**src/rtl/bit_capture_pkg.sv**
```systemverilog
`default_nettype none
// ============================================================================
// Module      : bit_capture_pkg
// Description : Shared types and register/function codes for bit_capture.
// Revision    : 1.0 - initial release
// ============================================================================
package bit_capture_pkg;

  // Handshake controller states
  typedef enum logic [1:0] {
    ST_IDLE    = 2'd0,
    ST_ACK     = 2'd1,
    ST_WAIT_LO = 2'd2
  } hs_state_t;

  // Register select codes
  localparam logic [1:0] SEL_RISE   = 2'd0;
  localparam logic [1:0] SEL_FALL   = 2'd1;
  localparam logic [1:0] SEL_WIDTH  = 2'd2;
  localparam logic [1:0] SEL_STATUS = 2'd3;

  // Request function codes
  localparam logic FN_READ  = 1'b0;
  localparam logic FN_CLEAR = 1'b1;

endpackage : bit_capture_pkg
`default_nettype wire

```
**src/rtl/sync_bit.sv**
```systemverilog
`default_nettype none
// ============================================================================
// Module      : sync_bit
// Description : Multi-flop synchronizer bringing an asynchronous bit into clk.
// Revision    : 1.0 - initial release
// ============================================================================
module sync_bit #(
  parameter int STAGES = 2
) (
  input  logic clk,
  input  logic rst,
  input  logic d,
  output logic q
);

  logic [STAGES-1:0] r_shift;

  // Shift the raw input through the flop chain; oldest sample is the output
  always_ff @(posedge clk or posedge rst) begin
    if (rst) begin
      r_shift <= '0;
    end else begin
      r_shift <= {r_shift[STAGES-2:0], d};
    end
  end

  assign q = r_shift[STAGES-1];

endmodule : sync_bit
`default_nettype wire

```
**src/rtl/bit_capture.sv**
```systemverilog
`default_nettype none
// ============================================================================
// Module      : bit_capture
// Description : Counts rising/falling edges and high-pulse width of an
//               asynchronous bit stream; results read or cleared through a
//               four-phase req/ack handshake.
// Revision    : 1.0 - initial release
// ============================================================================
module bit_capture
  import bit_capture_pkg::*;
#(
  parameter int SYNC_STAGES = 2,
  parameter int CNT_W       = 16
) (
  input  logic        clk,
  input  logic        rst,
  input  logic        din,
  input  logic        req,
  input  logic        fn,
  input  logic [1:0]  sel,
  output logic        ack,
  output logic [31:0] rd_data
);

  localparam logic [CNT_W-1:0] C_MAX = '1;
  localparam logic [CNT_W-1:0] C_ONE = CNT_W'(1);

  logic             w_lvl;
  logic             r_lvl_d;
  logic             w_rise;
  logic             w_fall;
  logic [CNT_W-1:0] r_rise_cnt;
  logic [CNT_W-1:0] r_fall_cnt;
  logic [CNT_W-1:0] r_width_cnt;
  logic [CNT_W-1:0] r_last_width;
  logic             r_rise_ovf;
  logic             r_fall_ovf;
  logic             r_width_ovf;
  hs_state_t        r_state;
  hs_state_t        w_next;
  logic             w_take;
  logic             w_clear;
  logic [31:0]      w_sel_val;
  logic [31:0]      r_snap;

  sync_bit #(
    .STAGES (SYNC_STAGES)
  ) u_sync (
    .clk (clk),
    .rst (rst),
    .d   (din),
    .q   (w_lvl)
  );

  // Previous synchronized level, for edge detection
  always_ff @(posedge clk or posedge rst) begin
    if (rst) begin
      r_lvl_d <= 1'b0;
    end else begin
      r_lvl_d <= w_lvl;
    end
  end

  assign w_rise = w_lvl & ~r_lvl_d;
  assign w_fall = ~w_lvl & r_lvl_d;

  // Saturating edge counters with sticky overflow; a clear overrides any edge
  always_ff @(posedge clk or posedge rst) begin
    if (rst) begin
      r_rise_cnt <= '0;
      r_fall_cnt <= '0;
      r_rise_ovf <= 1'b0;
      r_fall_ovf <= 1'b0;
    end else if (w_clear) begin
      r_rise_cnt <= '0;
      r_fall_cnt <= '0;
      r_rise_ovf <= 1'b0;
      r_fall_ovf <= 1'b0;
    end else begin
      if (w_rise && (r_rise_cnt != C_MAX)) begin
        r_rise_cnt <= r_rise_cnt + C_ONE;
        if (r_rise_cnt == (C_MAX - C_ONE)) r_rise_ovf <= 1'b1;
      end
      if (w_fall && (r_fall_cnt != C_MAX)) begin
        r_fall_cnt <= r_fall_cnt + C_ONE;
        if (r_fall_cnt == (C_MAX - C_ONE)) r_fall_ovf <= 1'b1;
      end
    end
  end

  // High-time measurement; width latched into last_width on each falling edge
  always_ff @(posedge clk or posedge rst) begin
    if (rst) begin
      r_width_cnt  <= '0;
      r_last_width <= '0;
      r_width_ovf  <= 1'b0;
    end else if (w_clear) begin
      r_width_cnt  <= '0;
      r_last_width <= '0;
      r_width_ovf  <= 1'b0;
    end else begin
      if (w_rise) begin
        r_width_cnt <= C_ONE;
      end else if (w_lvl && (r_width_cnt != C_MAX)) begin
        r_width_cnt <= r_width_cnt + C_ONE;
      end
      if (w_fall) begin
        r_last_width <= r_width_cnt;
        if (r_width_cnt == C_MAX) r_width_ovf <= 1'b1;
      end
    end
  end

  // Register read mux, zero-extended to the bus width
  always_comb begin
    w_sel_val = '0;
    case (sel)
      SEL_RISE:   w_sel_val = 32'(r_rise_cnt);
      SEL_FALL:   w_sel_val = 32'(r_fall_cnt);
      SEL_WIDTH:  w_sel_val = 32'(r_last_width);
      SEL_STATUS: w_sel_val = {w_lvl, 28'b0, r_width_ovf, r_fall_ovf, r_rise_ovf};
      default:    w_sel_val = '0;
    endcase
  end

  // Handshake state register
  always_ff @(posedge clk or posedge rst) begin
    if (rst) begin
      r_state <= ST_IDLE;
    end else begin
      r_state <= w_next;
    end
  end

  // Handshake next-state and control decode
  always_comb begin
    w_next  = r_state;
    ack     = 1'b0;
    w_take  = 1'b0;
    w_clear = 1'b0;
    case (r_state)
      ST_IDLE: begin
        if (req) begin
          w_take  = 1'b1;
          w_clear = (fn == FN_CLEAR);
          w_next  = ST_ACK;
        end
      end
      ST_ACK: begin
        ack    = 1'b1;
        w_next = ST_WAIT_LO;
      end
      ST_WAIT_LO: begin
        ack = 1'b1;
        if (!req) w_next = ST_IDLE;
      end
      default: w_next = ST_IDLE;
    endcase
  end

  // Snapshot of the selected register, taken when the request is accepted
  always_ff @(posedge clk or posedge rst) begin
    if (rst) begin
      r_snap <= '0;
    end else if (w_take) begin
      r_snap <= w_sel_val;
    end
  end

  assign rd_data = ack ? r_snap : 32'd0;

endmodule : bit_capture
`default_nettype wire

```
**config.mk**
```make
export PLATFORM = sky130hd
export DESIGN_NAME = bit_capture
export DESIGN_NICKNAME = d
export VERILOG_FILES = /design/src/rtl/bit_capture_pkg.sv /design/src/rtl/sync_bit.sv /design/src/rtl/bit_capture.sv
export SDC_FILE = /design/constraint.sdc
export NUM_CORES = 1
export LEC_CHECK = 0
export BUFFER_PORTS_ARGS = -buffer_cell sky130_fd_sc_hd__buf_4
export CAP_MARGIN = 10
export CORE_AREA = 4 4 145 147
export CTS_BUF_LIST = sky130_fd_sc_hd__clkbuf_2 sky130_fd_sc_hd__clkbuf_4 sky130_fd_sc_hd__clkbuf_8
export CTS_CLUSTER_DIAMETER = 120
export DETAILED_ROUTE_END_ITERATION = 8
export DIE_AREA = 0 0 149 151
export GPL_TIMING_DRIVEN = 0
export SYNTH_ARGS = -nofsm -noshare
export SYNTH_HDL_FRONTEND = slang
export SYNTH_SLANG_ARGS = --single-unit
```
**constraint.sdc**
```tcl
create_clock -name clk -period 7.6 [get_ports clk]
set_input_delay 0.76 -clock clk [delete_from_list [all_inputs] [get_ports clk]]
set_output_delay 0.76 -clock clk [all_outputs]
set_load 0.01 [all_outputs]
```
==> metrics.cfg <==
[clock_tree]
cts.sinks = 89
clk-insertion-delay-late_ps = 360
clock-root-buffer = clkbuf_8
post_cts_buffers = 0
cts_tree = done
clk_pin_slew_ps = 90
ctsHoldBuffers = 0
cts_made_buffers = 9
htreeDepth = 3
cts_resized = 0
clockBufferDepth = 2

[critical_path]
crit_required_ps = 6840
path_cells = inv_1 > ha_1 > clkbuf_1 > and2_1 > buf_4
cpLargestDelayFamily = buffers and inverters
endpoint_kind = output pin
slowest_delay_ps = 410
crit_slowest_cell = ha_1
worst-path-buf-inv = 3
path_class = flop to output pin
arrival_ps = 1810
critical_path_peak_fanout = 10
cp-start-kind = flop

[routing]
num_vias = 3724
drtIter0Drc = 179
ant_nets = 0
wl_um = 11120
vias_per_cell = 4.428
firstDrtPassIters = 4
wire_per_inst_um = 13.22
drc_errors = 0

[yosys]
syn_area_um2 = 4873
synthArstFlopShare_pct = 100.0
synthAdderAreaFrac_pct = 2.311
yosys_warnings = 0
synth-simple-area-share_pct = 24.85
synth_top_family_by_area = simple AND/OR/NAND/NOR gates
synth_top_area_share_pct = 45.70
ys_ff_latch = 89
synth-xor-area-share_pct = 5.931
ys_seq_area_share_pct = 45.70
synth_area_leaders = dfrtp_1 (46%), nand2_1 (5.5%), nor2_1 (4.5%)
muxShareOfSynthArea_pct = 5.366
synth_edf_count = 0
synthCells = 518
avgSynthCellArea_um2 = 9.408
synth_flop_cell = dfrtp_1
synth-compound-area-share_pct = 10.40
yosys.area.top_type = dfrtp_1
synth_cell_type_count = 54

[placed_design]
dpl_worst_slack_ps = 5259
gp_congestion = 0.8247
dp_hpwl_um = 8344
io_buffers = 22

[floorplan]
rows = 52
die_x_um = 149
start_util_pct = 24.48
die_y_um = 151
dieArea_um2 = 22500
io_pins = 40
core_area_um2 = 19910

[flow_run]
max-cap-violations = 0

[layout]
nNetsFinal = 582
antenna_cells = 0
area_growth_pct = 15.82
nFillCells = 2141
multi_input_area_um2 = 2437
seqCellArea_um2 = 2227
drive_above_1_share_pct = 15.59

[min_path]
worstHoldPathType = flop to flop

[power]
power.density_nw_per_um2 = 209.2
vdd_ir_drop_max_mv = 0.07831
p_leak_nw = 2.450

[timing]
fmax_ghz = 0.3892
holdWs_ps = 358.6
relSlewSlack_pct = 54.31
setup_violations = 0
drv_slew = 0
hold_violations = 0
tns_ps = 0
layout_min_cycle_time_ps = 2569
rsz0062_at_grt = no
finalWorstSetupSlack_ps = 5031
fin_crit_sh_pct = 33.81
tightest_slew_ps = 681.7
fin_worst_skew_ps = 12.88

[outcome]
outcome = completed

[global_route]
grt_pass1_vias = 3538
gr-total-overflow = 0
grt_usage_pct = 10.27
antenna_found_initial = 0
grt_first_pass_wirelength_um = 18570
grt_max_degree = 56

==> flip-flops by register name, summed over array words and instances (netlist names) <==
signal          cells
r_rise_cnt         16
r_last_width       16
r_fall_ovf          1
r_fall_cnt         16
r_rise_ovf          1
r_lvl_d             1
r_snap             17
r_width_cnt        16
r_width_ovf         1
u_sync.r_shift      2
r_state             2
==> power by group <==
part	switching (W)	total (W)	internal, W
combinational	0.000175	0.000290	0.000115
sequential	0.0000597	0.000584	0.000524
clock	0.000174	0.000307	0.000133
total	0.000408	0.00118	0.000773
==> layer usage <==
layer  wire length (um)  global-route usage, %  up-vias
li1                   -                      -     1860
met1               5439                  14.03     1783
met2               5057                  16.20       68
met3                419                  2.274       13
met4                200                  3.387        0
met5                  0                      0        -
==> final timing paths <==
kind                                    from           endpoint  slack [ps]  depth (start not counted)
setup / recovery                  r_state[1]        rd_data[14]        5030                          5
hold / removal             u_sync.r_shift[0]  u_sync.r_shift[1]         360                          0
setup reg to reg                  r_state[0]      r_rise_cnt[5]        5430                          7
hold reg to reg            u_sync.r_shift[0]  u_sync.r_shift[1]         360                          0
max in group asynchronous                rst      r_fall_cnt[4]        6550                          3
min in group asynchronous                rst      r_rise_cnt[7]         420                          2
==> kinds of logic (layout without fill, tap and decap cells) <==
family,Yosys count,in the layout
flip-flops,89,89
AO/OA/AOI/OAI,83,83
AND/OR/NAND/NOR,232,232
other,1,15
buffers and inverters,49,88
multiplexers,22,22
adder cells (fa/ha/maj),9,9
XOR/XNOR,33,33
==> stage by stage <==
stage / total power [W] / cells / area, um^2 / util (%)
2_1_floorplan: 0.0007842 / 532 / 4926 / -
3_3_place_gp: 0.0008788 / 824 / 5429 / 27.27
3_5_place_dp: 0.0008885 / 825 / 5459 / 27.42
4_1_cts: 0.001198 / 841 / 5644 / 28.35
5_1_grt: 0.001264 / 841 / 5644 / 28.35
6_report: 0.001181 / 841 / 5644 / 28.35
==> final cells by class <==
class / instances / area share (%)
buffer: 39 / 3.968
clock inverter: 5 / 0.7094
multi-input combinational: 394 / 43.18
tap: 270 / 5.985
timing repair buffer: 23 / 3.414
inverter: 10 / 0.7094
sequential: 89 / 39.46
clock buffer: 11 / 2.571
==> Yosys cell counts, types with 2 or more instances <==
cell type	number
or3_1	3
mux2_2	3
nor3_1	12
a21oi_1	38
ha_1	9
buf_2	5
o21ai_0	25
inv_1	10
xor2_1	16
clkbuf_1	13
nand2_1	72
nand3_2	2
a211oi_1	4
a31oi_1	6
dfrtp_1	89
a2111oi_4	2
a31o_2	2
and3_1	5
and2_1	21
nor3b_1	2
and4_1	5
mux2i_1	16
xnor2_1	17
buf_1	3
nor2_1	58
mux4_2	3
nand4_2	2
nand3_1	13
nor4_1	6
buf_4	17
nand4_1	16
==> layout by cell type (no fill, tap or decap), types with 4 or more instances in the layout <==
cell type  count
dfrtp_1       89
nor4_1         6
clkbuf_8      10
nand3_1       13
a211oi_1       4
o21ai_0       25
and4_1         5
clkbuf_1      13
conb_1        15
nor2_1        58
ha_1           9
xnor2_1       17
nand4_1       16
and2_1        21
a31oi_1        6
mux2i_1       16
buf_4         39
nor3_1        12
buf_2          5
a21oi_1       38
xor2_1        16
and3_1         5
nand2_1       72
inv_1          9
(Power assumes the default switching activity.)
